File: config.mk
export PLATFORM = sky130hd
export DESIGN_NAME = systolic_result_collector
export DESIGN_NICKNAME = d
export VERILOG_FILES = /design/src/rtl/systolic_result_collector.sv
export SDC_FILE = /design/constraint.sdc
export NUM_CORES = 1
export LEC_CHECK = 0
export ABC_AREA = 0
export CAP_MARGIN = 10
export CORE_ASPECT_RATIO = 0.8
export CORE_UTILIZATION = 40
export CTS_CLUSTER_SIZE = 24
export DETAILED_ROUTE_END_ITERATION = 8
export REMOVE_ABC_BUFFERS = 1
export SLEW_MARGIN = 10
export SYNTH_ARGS = -nofsm -noshare
export SYNTH_HDL_FRONTEND = slang
export SYNTH_SLANG_ARGS = --single-unit
File: constraint.sdc
create_clock -name clk -period 19.28 [get_ports clk]
set_input_delay 1.928 -clock clk [delete_from_list [all_inputs] [get_ports clk]]
set_output_delay 1.928 -clock clk [all_outputs]
set_load 0.1 [all_outputs]
File: src/rtl/systolic_result_collector.sv
// Deskews the five skewed systolic-array column outputs into aligned result vectors,
// buffers them in a small FIFO and hands them downstream over valid/ready.
module systolic_result_collector #(
    parameter int DW         = 16,
    parameter int FIRST_LAT  = 5,
    parameter int VEC_COUNT  = 5,
    parameter int FIFO_DEPTH = 4
) (
    input  logic            clk,
    input  logic            clear,
    input  logic            start,
    input  logic [DW-1:0]   sa_out1,
    input  logic [DW-1:0]   sa_out2,
    input  logic [DW-1:0]   sa_out3,
    input  logic [DW-1:0]   sa_out4,
    input  logic [DW-1:0]   sa_out5,
    output logic            res_valid,
    input  logic            res_ready,
    output logic [5*DW-1:0] res_data,
    output logic            res_last,
    output logic            busy,
    output logic            overflow
);

    // state    | meaning
    // IDLE     | waiting for start
    // WAIT     | counting down to the first aligned vector
    // CAPTURE  | pushing one aligned vector per cycle
    // DRAIN    | job captured, waiting for the FIFO to empty
    typedef enum logic [1:0] {S_IDLE, S_WAIT, S_CAPTURE, S_DRAIN} state_t;

    localparam int CW = $clog2(FIRST_LAT + VEC_COUNT + 4);
    localparam int AW = $clog2(FIFO_DEPTH);

    state_t          state_q, state_d;
    logic [CW-1:0]   cnt_q, cnt_d;

    logic [DW-1:0]   dl1_q [4];
    logic [DW-1:0]   dl1_d [4];
    logic [DW-1:0]   dl2_q [3];
    logic [DW-1:0]   dl2_d [3];
    logic [DW-1:0]   dl3_q [2];
    logic [DW-1:0]   dl3_d [2];
    logic [DW-1:0]   dl4_q, dl4_d;

    logic [5*DW-1:0] mem_q  [FIFO_DEPTH];
    logic [5*DW-1:0] mem_d  [FIFO_DEPTH];
    logic            last_q [FIFO_DEPTH];
    logic            last_d [FIFO_DEPTH];
    logic [AW-1:0]   wr_ptr_q, wr_ptr_d;
    logic [AW-1:0]   rd_ptr_q, rd_ptr_d;
    logic [AW:0]     count_q, count_d;
    logic            ovf_q, ovf_d;

    logic [5*DW-1:0] aligned;
    logic            push, push_ok, pop, full;

    // Delay lines shift every cycle, independent of the FSM.
    always_comb begin
        dl1_d[0] = sa_out1;
        for (int i = 1; i < 4; i++) dl1_d[i] = dl1_q[i-1];
        dl2_d[0] = sa_out2;
        for (int i = 1; i < 3; i++) dl2_d[i] = dl2_q[i-1];
        dl3_d[0] = sa_out3;
        dl3_d[1] = dl3_q[0];
        dl4_d    = sa_out4;
    end

    assign aligned = {sa_out5, dl4_q, dl3_q[1], dl2_q[2], dl1_q[3]};

    always_comb begin
        full    = (count_q == (AW+1)'(FIFO_DEPTH));
        pop     = (count_q != '0) && res_ready;
        push    = (state_q == S_CAPTURE);
        push_ok = push && (!full || pop);

        mem_d    = mem_q;
        last_d   = last_q;
        wr_ptr_d = wr_ptr_q;
        rd_ptr_d = rd_ptr_q;
        if (push_ok) begin
            mem_d[wr_ptr_q]  = aligned;
            last_d[wr_ptr_q] = (cnt_q == '0);
            wr_ptr_d         = wr_ptr_q + AW'(1);
        end
        if (pop) rd_ptr_d = rd_ptr_q + AW'(1);
        count_d = count_q + (AW+1)'(push_ok) - (AW+1)'(pop);
        ovf_d   = ovf_q | (push && !push_ok);
    end

    // Down-counter reloaded per phase; zero marks the last WAIT / last CAPTURE cycle.
    always_comb begin
        state_d = state_q;
        cnt_d   = cnt_q;
        case (state_q)
            S_IDLE: begin
                if (start) begin
                    state_d = S_WAIT;
                    cnt_d   = CW'(FIRST_LAT + 2);
                end
            end
            S_WAIT: begin
                if (cnt_q == '0) begin
                    state_d = S_CAPTURE;
                    cnt_d   = CW'(VEC_COUNT - 1);
                end else begin
                    cnt_d = cnt_q - CW'(1);
                end
            end
            S_CAPTURE: begin
                if (cnt_q == '0) state_d = S_DRAIN;
                else             cnt_d   = cnt_q - CW'(1);
            end
            S_DRAIN: begin
                if (count_d == '0) state_d = S_IDLE;
            end
            default: state_d = S_IDLE;
        endcase
    end

    always_ff @(posedge clk or posedge clear) begin
        if (clear) begin
            state_q  <= S_IDLE;
            cnt_q    <= '0;
            for (int i = 0; i < 4; i++) dl1_q[i] <= '0;
            for (int i = 0; i < 3; i++) dl2_q[i] <= '0;
            for (int i = 0; i < 2; i++) dl3_q[i] <= '0;
            dl4_q    <= '0;
            for (int i = 0; i < FIFO_DEPTH; i++) begin
                mem_q[i]  <= '0;
                last_q[i] <= 1'b0;
            end
            wr_ptr_q <= '0;
            rd_ptr_q <= '0;
            count_q  <= '0;
            ovf_q    <= 1'b0;
        end else begin
            state_q  <= state_d;
            cnt_q    <= cnt_d;
            dl1_q    <= dl1_d;
            dl2_q    <= dl2_d;
            dl3_q    <= dl3_d;
            dl4_q    <= dl4_d;
            mem_q    <= mem_d;
            last_q   <= last_d;
            wr_ptr_q <= wr_ptr_d;
            rd_ptr_q <= rd_ptr_d;
            count_q  <= count_d;
            ovf_q    <= ovf_d;
        end
    end

    assign res_valid = (count_q != '0);
    assign res_data  = res_valid ? mem_q[rd_ptr_q] : '0;
    assign res_last  = res_valid ? last_q[rd_ptr_q] : 1'b0;
    assign busy      = (state_q != S_IDLE) || res_valid;
    assign overflow  = ovf_q;

endmodule

Word level (Yosys, flattened, before mapping)
Index checks and enable logic that the tools add are counted.
{"block": "totals", "regBits": 498, "out_inout_bits": 84}
{"block": "op_classes", "n_addsub": 5, "magnitude_cmp": 3, "n_eq_ne": 9, "n_mux": 23, "bitwise_logic": 3, "n_reduce_logical": 16}
{"cell": "bitwise mux 320 bit", "count": 1}
{"cell": "two-way mux 80 bit", "count": 4}
{"cell": "binary-select mux 80 bit (select 2 bit)", "count": 1}
{"cell": "demux 80 bit (select 2 bit)", "count": 1}
{"cell": "two-way mux 4 bit", "count": 3}
{"cell": "case mux 4 bit (3 select lines)", "count": 1}
{"cell": "two-way mux 2 bit", "count": 4}
{"cell": "inequality test 2 bit (second input constant)", "count": 4}
{"cell": "case mux 2 bit (4 select lines)", "count": 1}
{"cell": "greater-or-equal comparator 3 bit (second input constant)", "count": 2}
{"cell": "NOT 2 -> 3 bit", "count": 2}
{"cell": "nonzero test 3 bit", "count": 2}
{"cell": "adder 2 x 1 -> 2 bit (second input constant)", "count": 2}
{"cell": "bitwise mux 4 bit", "count": 1}
{"cell": "== test 2 bit (second input constant)", "count": 2}
{"cell": "logical AND 1 bit", "count": 4}
{"cell": "logical NOT 4 bit", "count": 1}
{"cell": "two-way mux 1 bit", "count": 4}
{"cell": "AND reduction 4 bit", "count": 1}
{"cell": "subtractor 4 x 1 -> 4 bit (second input constant)", "count": 1}
{"cell": "adder 3 x 1 -> 3 bit", "count": 1}
{"cell": "== test 3 bit (second input constant)", "count": 1}
{"cell": "logical NOT 3 bit", "count": 1}
{"cell": "less-than comparator 3 x 1 -> 1 bit (second input constant)", "count": 1}
{"cell": "11 further kinds", "count": 13}

Depth between registers and ports, before layout
Gate-level depths: netlist of the first run.
{"block": "logic_depth", "depth_word": 9, "mapped_depth": 14, "ltp_nobuf": 13}

Worst setup path before layout of the first run
No wires, ideal clock.
{"block": "synth_path", "kind": "input to register", "from": "input res_ready", "to": "register state_q[0]", "setup_ps": 126, "arrival_time_ps": 4482, "t_required_ps": 19154, "slack_ps": 14672, "cell_stages": 13, "n_path_buf": 1, "cell_sequence": "or4b_1 -> buf_6 -> and2_1 -> inv_1 -> ha_1 -> inv_1 -> ha_1 -> inv_1 -> fa_1 -> xor3_1 -> o31ai_1 -> nand3b_1 -> mux2i_1"}
{"block": "synth_via", "elab_chain_cells": 8}
{"item": "start: declaration", "line_no": "18", "source": "input logic res_ready,"}
{"item": "logical AND 1 bit (*)", "line_no": "73", "source": "pop = (count_q != '0) && res_ready;"}
{"item": "logical OR 1 bit", "line_no": "75", "source": "push_ok = push && (!full || pop);"}
{"item": "logical AND 1 bit", "line_no": "75"}
{"item": "adder 3 x 1 -> 3 bit", "line_no": "87", "source": "count_d = count_q + (AW+1)'(push_ok) - (AW+1)'(pop);"}
{"item": "subtractor 3 x 1 -> 3 bit (*)", "line_no": "87"}
{"item": "named net count_d[2]", "line_no": "52", "source": "logic [AW:0] count_q, count_d;"}
{"item": "logical NOT 3 bit (*)", "line_no": "115", "source": "if (count_d == '0) state_d = S_IDLE;"}
{"item": "inequality test 2 bit (no source line) (*)"}
{"item": "AND reduction 4 bit (no source line) (*)"}
{"item": "end signal: assignment", "line_no": "138", "source": "state_q <= state_d;"}
{"item": "end: declaration", "line_no": "35", "source": "state_t state_q, state_d;"}
The timed path passes the listed nets; every way through them passes the cells marked *.
A chain may end at the register's enable or synchronous reset.

Worst setup path in the final report of the first run
{"block": "layout_path", "from": "register rd_ptr_q[0]", "to": "output res_data[17]"}
{"block": "layout_via", "elab_chain_cells": 5}
{"item": "start: declaration", "line_no": "51", "source": "logic [AW-1:0] rd_ptr_q, rd_ptr_d;"}
{"item": "start signal: assignment", "line_no": "147", "source": "rd_ptr_q <= rd_ptr_d;"}
{"item": "NOT 2 -> 3 bit (implied by the code)", "line_no": "154", "source": "assign res_data = res_valid ? mem_q[rd_ptr_q] : '0;"}
{"item": "binary-select mux 80 bit (select 2 bit)", "line_no": "154"}
{"item": "two-way mux 80 bit (implied by the code) (2 in a row)", "line_no": "154"}
{"item": "two-way mux 80 bit", "line_no": "154"}
{"item": "end: declaration", "line_no": "19", "source": "output logic [5*DW-1:0] res_data,"}
Every way passes these cells. The select of a mux whose other input is x is not followed.

==> results of run 1 <==
## metal layers
metal | vias up | part of all wire
li1 | 4342 | -
met2 | 170 | 0.46
met3 | 48 | 0.041
met4 | 0 | 0.016
met1 | 5189 | 0.49
met5 | - | 0
## metrics by stage
| step | utilization | area, sq um | std cells | hold slack, ps |
|---|---|---|---|---|
| after global placement | 0.447 | 21600 | 1866 | 332 |
| final | 0.482 | 23300 | 1958 | 334 |
| after CTS | 0.482 | 23300 | 1958 | 326 |
| after floorplan | - | 19000 | 1058 | 331 |
| after global routing | 0.482 | 23300 | 1958 | 338 |
| after detailed placement | 0.447 | 21600 | 1866 | 335 |
## registers in the layout, summed over array words and instances (netlist names)
name      count
overflow      1
wr_ptr_q      2
mem_q       320
state_q       2
cnt_q         4
last_q        4
count_q       3
aligned      48
dl1_d        48
dl2_d        32
dl3_d        16
dl4_q        16
rd_ptr_q      2
## cell usage in the layout, fill, tap and decap left out, types with 4 or more instances in the layout
master           netlist  layout
bufinv_16              0       4
clkbuf_1               9       9
dfrtp_1              498     496
nand3_4                4       4
o21ai_0               12      12
mux2_1                30      30
inv_1                 14      12
clkbuf_8               0      13
ha_1                  13      13
nand2_1                7       7
clkbuf_16              0      52
clkdlybuf4s50_1        0     167
and2_1                83      83
nor2_1                 4       4
mux2_2               291     291
buf_4                  0      12
clkinv_2               0      10
mux4_2                81      81
## cell families after synthesis
| group | synth area share |
|---|---|
| buffers and inverters | 0.0299 |
| and+or+nand+nor | 0.0352 |
| adders and majority gates | 0.00935 |
| AOI/OAI and AO/OA | 0.00538 |
| DFF | 0.638 |
| muxes | 0.280 |
| xor gates and xnor gates | 0.00256 |
## critical path, stage by stage, from the launching register on
cell and delay [ps]:
dfrtp_4 850, buf_4 820, mux4_2 620, and2_1 230, clkdlybuf4s50_1 990
## Yosys cell counts (2+ instances only)
master,number,area share
dfrtp_1,498,0.64
mux2_1,30,0.017
nand2_1,7,0.0013
buf_2,19,0.0049
o31ai_1,2,0.00077
buf_6,25,0.014
xnor2_1,2,0.00090
mux2i_1,2,0.0010
buf_8,8,0.0062
nor2_1,4,0.00077
nand3_4,4,0.0036
mux4_2,81,0.093
ha_1,13,0.0083
o21ai_0,12,0.0031
mux2_2,291,0.17
and2_1,83,0.027
inv_1,14,0.0027
clkbuf_1,9,0.0017
## worst max-delay path by stage
stage	cells past startpoint	slack (ps)	to
2_1_floorplan	1	3450	aligned[0]
3_3_place_gp	4	13730	res_data[9]
3_5_place_dp	4	13720	res_data[48]
4_1_cts	4	13090	res_data[17]
5_1_grt	4	12990	res_data[5]
6_report	4	13240	res_data[17]
## area by class of cell
type | count | area [sq um] | share of cell area
sequential | 498 | 12500 | 0.535
multi-input combinational | 546 | 6480 | 0.278
timing repair buffer | 179 | 1760 | 0.0756
clock buffer | 74 | 1510 | 0.0650
tap | 629 | 787 | 0.0338
clock inverter | 18 | 211 | 0.00908
inverter | 14 | 60.1 | 0.00258
==> results, run 1 <==
- The number of hold buffers added after CTS was 0.
- For hold timing, the worst endpoint is aligned[2].
- The placement-stage worst setup slack is 13720 ps.
- The final count of hold timing violations was 0.
- The beginning of the critical path is rd_ptr_q[0].
- The count of routing violations after the opening detailed-route iteration is 496.
- The area of the core is 48300 sq um.
- The cell sitting at the root of the clock tree is a clkbuf_16.
- For this block, the routed nets add up to 38000 um of wire.
- The die is 200 um tall.
- The type of the worst min-delay path is flip-flop to flip-flop.
- The first TritonRoute pass finished after 4 iterations.
- The number of antenna violations at the first check in global routing was 0.
- The average detailed-routed wire length per instance is 19.4 um.
- The number of I/O port buffers is 167.
- The number of endpoints failing setup at the final stage is 0.
- After synthesis, the share of flip-flops with an asynchronous set or reset is 1.00.
- The H-tree was split into 2 levels.
- From left edge to right edge, the die measures 249 um.
- The number of inserted filler cells in the final layout is 4148.
- The sum of negative setup slack is 0 ps.
- The die outline area is 49700 sq um.
- The layer with the highest usage after global routing is met2.
- The internal reg-to-reg setup slack is 15730 ps.
- Along the worst hold path, the cell count comes to 0.
- In the post-route analysis, the smallest setup slack over all paths is 13240 ps.
- The ratio of final minimum period to clock period is 0.313.
- The sort of element at the end of the critical path is a primary output.
- In this run the critical register-to-register path is captured at state_q[0].
- The congestion estimate from routability-driven global placement came to 0.682.
- The insertion delay to the later sink of the worst-skew pair is 580 ps.
- The startpoint identified for the worst hold timing path is dl1_d[2].
- The number of buffers between clock root and the deepest sink is 3.
- The number of antenna cells inserted is 0.
- The floorplan has 72 rows.
- The run finished with clean final reports.
- The post-synthesis sequential area ratio is 0.638.
- The largest net degree at the start of global routing is 127.
- The area of the mapped netlist is 19500 sq um.
- The global routing usage on met1 is 0.230.
- The quantity of gates resized following cts is 0.
- The number of distinct library cells after synthesis is 33.
- For this run, global-route usage on met3 was measured as 0.0301.
- The classification of the worst setup path is flip-flop to primary output.
- The initial utilization of the core area, before any placement, comes to 0.404.
- The number of max-slew violations in the final report is 0.
- Synthesis inferred 498 register bits.
- Max-cap violations in this run came to 0.
- The endpoint arrival time on the critical path is 4110 ps.
- The launch instance of the worst register-to-register path is count_q[1].
- After detailed routing, the number of remaining DRC violations is 0.
- The number of sinks on the clock net is 498.
- Measured against its own limit, the worst slew margin works out to 0.297.
- The overall track demand over capacity in global routing is 0.159.
- The first global-routing pass estimated 61300 um of wire.
- Pin placement for this block handled 168 I/O pins.
- The critical path data required time is 17350 ps.
- The area growth from synthesis to layout is 19.2%.
- The mean number of vias per cell is 4.98.
- Clock-pin slew was measured on the worst setup and hold paths at 60 ps.
- The net count reported at finish is 1388.
- Detailed placement ended at an HPWL of 21400 um.
- For the pin with the worst max-slew slack, the measured transition is 1050 ps.
- The post-CTS setup buffer count is 0.
- The number of cells on the worst reg-to-reg path is 13.
- Setup repair after global routing left no endpoint under its margin.
- Dividing the synthesized area by the synthesized cell count gives 17.5 sq um.
- In the synthesized netlist the dominant register cell turns out to be dfrtp_1.
- The number of synthesized flops with an enable pin is 0.
- The total overflow reported by the global router is 0.
- The clock arrives with 19.8 ps of skew.
- The highest achievable clock rate is 0.166 GHz.
- Yosys printed 0 warnings.
- The remaining antenna violation count after routing is 0.
- The number of buffers inserted during clock tree synthesis is 51.
- For this run, global-route usage on met2 was measured as 0.245.
- The routed layout has 9749 vias.
- Synthesis handed over a netlist of 1119 instances.
- The share of cells above drive strength 1 is 0.358.
- The post-layout minimum cycle time is 6040 ps.
- The via count of the first global-routing pass is 10.7k.
- The kind of launch point of the worst setup path is a flip-flop.
- Of all nets on the critical path, the largest fanout is 52.
- The clock tree from TritonCTS is built.
Power of run 1 is left out: the tool's default activity adds up to more than one toggle a clock period on the data nets, which glitch-free logic cannot reach.
==> inputs of run 2 (changes only) <==
Clock period 19.28 ns to 5.55 ns, I/O delays scaled along.
==> run 2 against run 1 <==
Routed wire length fell by 0.70%. Setup slack worse by 12000 ps. Cell count rose by 0.10%. Core utilization down 0.083 points. Global-route usage shrank 0.087 points. Die area unchanged. Cell area shrank 0.17%. Hold slack better by 9.2 ps. Register-to-register slack worse by 14000 ps. Clock skew is 2.5 ps lower. First-iteration DRC count decreased by 13%. Largest cell class unchanged.
==> results, run 2 (synthesis gave the netlist of run 1 again) <==
- The total length of routed met2 wires is 17300 um (-0.20%).
- The post-CTS setup buffer count is 0 (unchanged).
- The launch instance of the worst register-to-register path is count_q[1].
- The number of top-level design ports was 168 (unchanged).
- The global-route wire length before repair was 61400 um (about the same).
- The insertion delay to the later sink of the worst-skew pair is 570 ps (about the same).
- The post-cts hold buffer count is 0 (unchanged).
- From synthesis to final layout, the design area changed by 19.0%.
- The maximum clock skew at final layout is 17.4 ps (-2.46 ps).
- Setup repair after global routing left no endpoint under its margin.
- The count of routing violations after the opening detailed-route iteration is 431 (-13%).
- The endpoint identified for the worst register-to-register timing path is state_q[0].
- The clock-pin slew on the worst setup and hold paths came to 60 ps (about the same).
- The via count of the first global-routing pass is 10.8k (+0.37%).
- The cell area after placement is 21700 sq um (+0.55%).
- The H-tree depth is 2 (unchanged).
- The share of cells above drive strength 1 came to 0.354 (-0.00403).
- The number of flip-flops under the largest register name is 320 (unchanged).
- The quantity of gates resized following cts came to 0 (unchanged).
- The initial core utilization is 0.404 (unchanged).
- The library cells used most frequently in the layout, excluding fill and tap cells, are dfrtp_1, mux2_2, clkdlybuf4s50_1.
- The number of cells on the worst reg-to-reg path is 12 (-1).
- The remaining antenna violation count after routing came to 0 (unchanged).
- The routed length on met1 is 18300 um (-0.64%).
- The average detailed-routed wire length per instance is 19.2 um (-0.80%).
- The final count of hold timing violations is 0 (unchanged).
- The net count reported at finish came to 1392 (+0.29%).
- The total overflow reported by the global router is 0 (unchanged).
- The total iterations of the first detailed-routing run is 4 (unchanged).
- The register with the highest flop count is mem_q.
- The flow ran to the end, and the final reports show no timing, DRC or antenna violations.
- The ratio of final minimum period to clock period is 0.762.
- Based on the critical path, the design can be clocked at up to 0.237 GHz.
- The critical path data required time is 4990 ps (-12360 ps).
- The overall die width is 249 um (unchanged).
- The remaining routing DRC violations is 0 (unchanged).
- The HPWL reported at the end of detailed placement was 21700 um (+1.6%).
- The number of buffers inserted during clock tree synthesis was 51 (unchanged).
- The kind of launch point of the worst setup path is a flip-flop.
- The smallest clock period supported by the final layout is computed as 4230 ps.
- The routability congestion estimate from global placement was 0.724 (+6.1%).
- The path class of the tightest hold or removal check is flip-flop to flip-flop.
- The worst setup path is captured at a primary output.
- The final wirelength was 37700 um (-0.70%).
- The transition time at the pin with the least slew margin is 1130 ps (+80.9 ps).
- The die height came to 200 um (unchanged).
- The count of standard-cell rows is 72 (unchanged).
- The number of buffers between clock root and the deepest sink is 3 (unchanged).
- The number of max-slew violations in the final report was 0 (unchanged).
- The endpoint arrival time on the critical path was 3670 ps (-440 ps).
- The die outline area is 49700 sq um (unchanged).
- The via count was 9739 (-0.10%).
- The launch instance of the worst min-delay path is dl1_d[1].
- The max-capacitance violation count is 0 (unchanged).
- The largest fanout of any net on the critical path came to 37 (-29%).
- The number of endpoints failing setup at the final stage came to 0 (unchanged).
- The wire length on met3 was 1410 um (-9.3%).
- The area of all placed cells without fillers is 23200 sq um (-0.17%).
- In this run the top signal layer used is met4.
- TritonCTS built the clock tree.
- The mean number of vias per cell is 4.97 (-0.20%).
- The area of the core is 48300 sq um (unchanged).
- The worst setup path is of the flip-flop to primary output kind.
- The clock root buffer is clkbuf_16.
- The overall track demand over capacity in global routing is 0.158 (-0.000867).
- The number of sinks on the clock net was 498 (unchanged).
- The internal reg-to-reg setup slack was 2020 ps (-13710 ps).
- The hold-critical path depth is 0 (unchanged).
- The tightest slew margin relative to the limit is 0.243 (-0.0541).
- The largest net degree at the start of global routing is 134 (+5.5%).
- The number of I/O port buffers is 167 (unchanged).
- The leading cell type in the layout, fill and taps excluded is dfrtp_1.
- The number of antenna violations at the first check in global routing is 0 (unchanged).
- The endpoint with the worst hold slack is aligned[1].
==> run 2: cell types whose count changed in the layout (fill, tap and decap cells not counted), moves of 3 or more <==
cell / change
bufinv_16: -4
buf_12: +7
clkinv_2: -3
clkbuf_1: +6
buf_4: -3
==> run 2: through the flow <==
step           hold slack, ps  setup TNS (ps)  instances  worst slack, ps  utilization
2_1_floorplan             331        -4436140       1058            -8910            -
3_3_place_gp              331               0       1870             1640        0.449
3_5_place_dp              335               0       1870             1500        0.449
4_1_cts                   344               0       1959             1220        0.481
5_1_grt                   348               0       1959             1150        0.481
6_report                  344               0       1960             1320        0.481
==> run 2: worst max path at each step <==
stage | depth (start not counted) | to | slack [ps] | startpoint
after floorplan | 1 | aligned[0] | -8910 | clear
after global placement | 13 | state_q[0] | 1640 | res_ready
after detailed placement | 13 | state_q[0] | 1500 | res_ready
after CTS | 4 | res_data[65] | 1220 | rd_ptr_q[1]
after global routing | 4 | res_data[65] | 1150 | rd_ptr_q[1]
final | 4 | res_data[65] | 1320 | rd_ptr_q[1]
==> run 2: metal layers <==
layer,vias up,GRT usage
met5,-,0
met4,0,0.0448
met3,49,0.0298
met2,151,0.242
met1,5187,0.230
li1,4352,-
==> run 2: final cells by class <==
| cell class | count | area (sq um) |
|---|---|---|
| Antenna cell | 1 | 2.50 |
| Clock buffer | 78 | 1500 |
| Clock inverter | 11 | 67.6 |
| Fill cell | 4103 | 25000 |
| Inverter | 14 | 60.1 |
| Multi-Input combinational cell | 546 | 6480 |
| Sequential cell | 498 | 12500 |
| Tap cell | 629 | 787 |
| Timing Repair Buffer | 183 | 1880 |
==> run 2: worst max-delay path, cell delays in order (launching register included) <==
cell and delay (ps):
dfrtp_4 900, buf_4 450, mux4_2 540, and2_1 200
clkdlybuf4s50_1 980
Power of run 2 is left out for the same reason.
==> inputs of run 3 (changes only) <==
Clock period 5.55 ns to 3.38 ns, I/O delays scaled along.
==> run 3 against run 2 <==
Register-to-register slack worse by 1700 ps. Hold slack worse by 150 ps. Cell count up 0.20%. Setup slack worse by 970 ps. Count of clock-buffer cells in the layout down 6. Sequential cell count unchanged. Die area unchanged. Cell area up 0.20%.
==> results, run 3 (synthesis gave the netlist of run 1 again) <==
- The leading cell type in the layout, fill and taps excluded is dfrtp_1.
- The share of cells above drive strength 1 is 0.422 (+0.0676).
- The endpoint arrival time on the critical path was 2690 ps (-980 ps).
- The number of sinks on the clock net is 498 (unchanged).
- The area of the core is 48300 sq um (unchanged).
- STA classifies the critical path startpoint as a flip-flop.
- The largest fanout of any net on the critical path is 30 (-19%).
- The final wirelength came to 37700 um (about the same).
- The number of endpoints failing setup at the final stage is 0 (unchanged).
- The post-layout minimum cycle time is 3030 ps.
- The total area of sequential cells is 12500 sq um (unchanged).
- The net count reported at finish was 1403 (+0.79%).
- The number of antenna violations at the first check in global routing was 0 (unchanged).
- The layout overhead on the synthesized area is 19.3%.
- The final count of hold timing violations is 0 (unchanged).
- The classification of the worst setup path is flip-flop to primary output.
- The total length of routed met2 wires is 17400 um (+0.45%).
- The remaining routing DRC violations is 0 (unchanged).
- The internal reg-to-reg setup slack is 370 ps (-1650 ps).
- The maximum clock skew at final layout came to 23.2 ps (+5.85 ps).
- In the layout the commonest cells are dfrtp_1, mux2_2, buf_4.
- The number of inserted filler cells in the final layout was 4097 (-0.15%).
- The mean number of vias per cell is 5.02 (+1.0%).
- The path with the worst hold slack has its endpoint at dl2_d[26].
- The min-delay analysis places its worst path in the category primary input to flip-flop.
- Routed signal wires occupy layers up through met4.
- The final core area utilization is 0.482 (+0.000985).
- The reg-to-reg endpoint is state_q[0].
- The max-capacitance violation count is 0 (unchanged).
- The count of standard-cell rows is 72 (unchanged).
- The largest net degree at the start of global routing was 95 (-29%).
- The number of buffers between clock root and the deepest sink came to 3 (unchanged).
- The post-cts hold buffer count is 0 (unchanged).
- The clock-pin slew on the worst setup and hold paths is 60 ps (about the same).
- The transition time at the pin with the least slew margin came to 988 ps (-144 ps).
- The launch instance of the worst min-delay path is sa_out2[10].
- The flow ran to the end, and the final reports show no timing, DRC or antenna violations.
- In the finished design, the share of the clock period the worst path needs comes to 0.896.
- The number of I/O port buffers is 167 (unchanged).
- The final setup slack of the worst path is 351 ps (-972 ps).
- The longest individual stage delay on the worst path is 760 ps (-220 ps).
- The highest achievable clock rate is 0.330 GHz.
- The H-tree depth is 2 (unchanged).
- The average detailed-routed wire length per instance came to 19.2 um (-0.17%).
- The wire length on met3 came to 1420 um (+0.78%).
- The quantity of gates resized following cts was 0 (unchanged).
- The number of top-level design ports is 168 (unchanged).
- The startpoint identified for the worst register-to-register timing path is count_q[1].
- The via count of the first global-routing pass is 10.7k (-0.084%).
- The overall track demand over capacity in global routing came to 0.158 (about the same).
- The number of buffers inserted during clock tree synthesis is 50 (-2.0%).
- The total overflow reported by the global router is 0 (unchanged).
- The global-route wire length before repair was 61200 um (-0.21%).
- The hold-critical path depth came to 1 (+1).
- The HPWL reported at the end of detailed placement is 22200 um (+2.0%).
- The slowest stage of the critical path is the dfrtp_4 cell.
- The root buffer cell chosen for the clock tree is clkbuf_16.
- The remaining antenna violation count after routing is 0 (unchanged).
- The via count came to 9857 (+1.2%).
- The sort of element at the end of the critical path is a primary output.
- The placement-stage worst setup slack is -111 ps (-1610 ps).
- The insertion delay to the later sink of the worst-skew pair is 580 ps (about the same).
- Walking the worst path, the cells encountered are buf_12 > mux4_2 > and2_1 > buf_4.
- The routed length on met1 came to 18200 um (-0.76%).
- The die height is 200 um (unchanged).
- The critical path data required time is 3040 ps (-1950 ps).
- The tightest slew margin relative to the limit is 0.341 (+0.0983).
- The total iterations of the first detailed-routing run is 6 (+2).
- The die outline area is 49700 sq um (unchanged).
- The post-CTS setup buffer count is 0 (unchanged).
- The number of max-slew violations in the final report came to 0 (unchanged).
- The routability congestion estimate from global placement is 0.692 (-4.4%).
- The register with the most flip-flops in the final layout is mem_q.
- TritonCTS built the clock tree.
- The initial core utilization is 0.404 (unchanged).
- The number of flip-flops under the largest register name came to 320 (unchanged).
- Setup repair after global routing left no endpoint under its margin.
- The overall die width came to 249 um (unchanged).
- The number of cells on the worst reg-to-reg path came to 12 (unchanged).
- The number of antenna cells inserted is 0 (-1).
- The multi-input combinational cell area is 6490 sq um (about the same).
- The count of routing violations after the opening detailed-route iteration is 415 (-3.7%).
-- run 3: area by class of cell --
type | instances | area share
Multi-Input combinational cell | 546 | 0.279
Timing Repair Buffer | 195 | 0.0810
Tap cell | 629 | 0.0338
Sequential cell | 498 | 0.535
Clock buffer | 72 | 0.0620
Clock inverter | 10 | 0.00677
Inverter | 14 | 0.00258
-- run 3: worst max-delay path by stage --
stage                        endpoint   startpoint  slack, ps  cells after the start
after floorplan            aligned[0]        clear     -10860                      1
after global placement     state_q[0]    res_ready        -20                     13
after detailed placement   state_q[1]    res_ready       -110                     13
after CTS                  state_q[0]   count_q[1]        140                     12
after global routing       state_q[0]   count_q[1]        150                     12
final                     res_data[9]  rd_ptr_q[0]        350                      4
-- run 3: critical path, delay by kind of cell (launching register included) --
kind / cells / cell delay, ps
and+or+nand+nor: 1 / 210
buffers and inverters: 2 / 570
DFF: 1 / 760
muxes: 1 / 530
-- run 3: through the flow --
| step | hold slack [ps] | TNS (ps) | cell area, sq um | cells |
|---|---|---|---|---|
| global placement | 331 | -42.4 | 21700 | 1882 |
| detailed placement | 335 | -222 | 21700 | 1882 |
| global route | 156 | 0 | 23300 | 1964 |
| CTS | 145 | 0 | 23300 | 1964 |
| finish | 191 | 0 | 23300 | 1964 |
| floorplan | 331 | -5475120 | 19000 | 1058 |
-- run 3: metal layers --
metal,vias up,GRT usage
li1,4369,-
met1,5275,0.226
met2,158,0.245
met3,55,0.0326
met4,0,0.0432
met5,-,0
Power of run 3 is left out for the same reason.
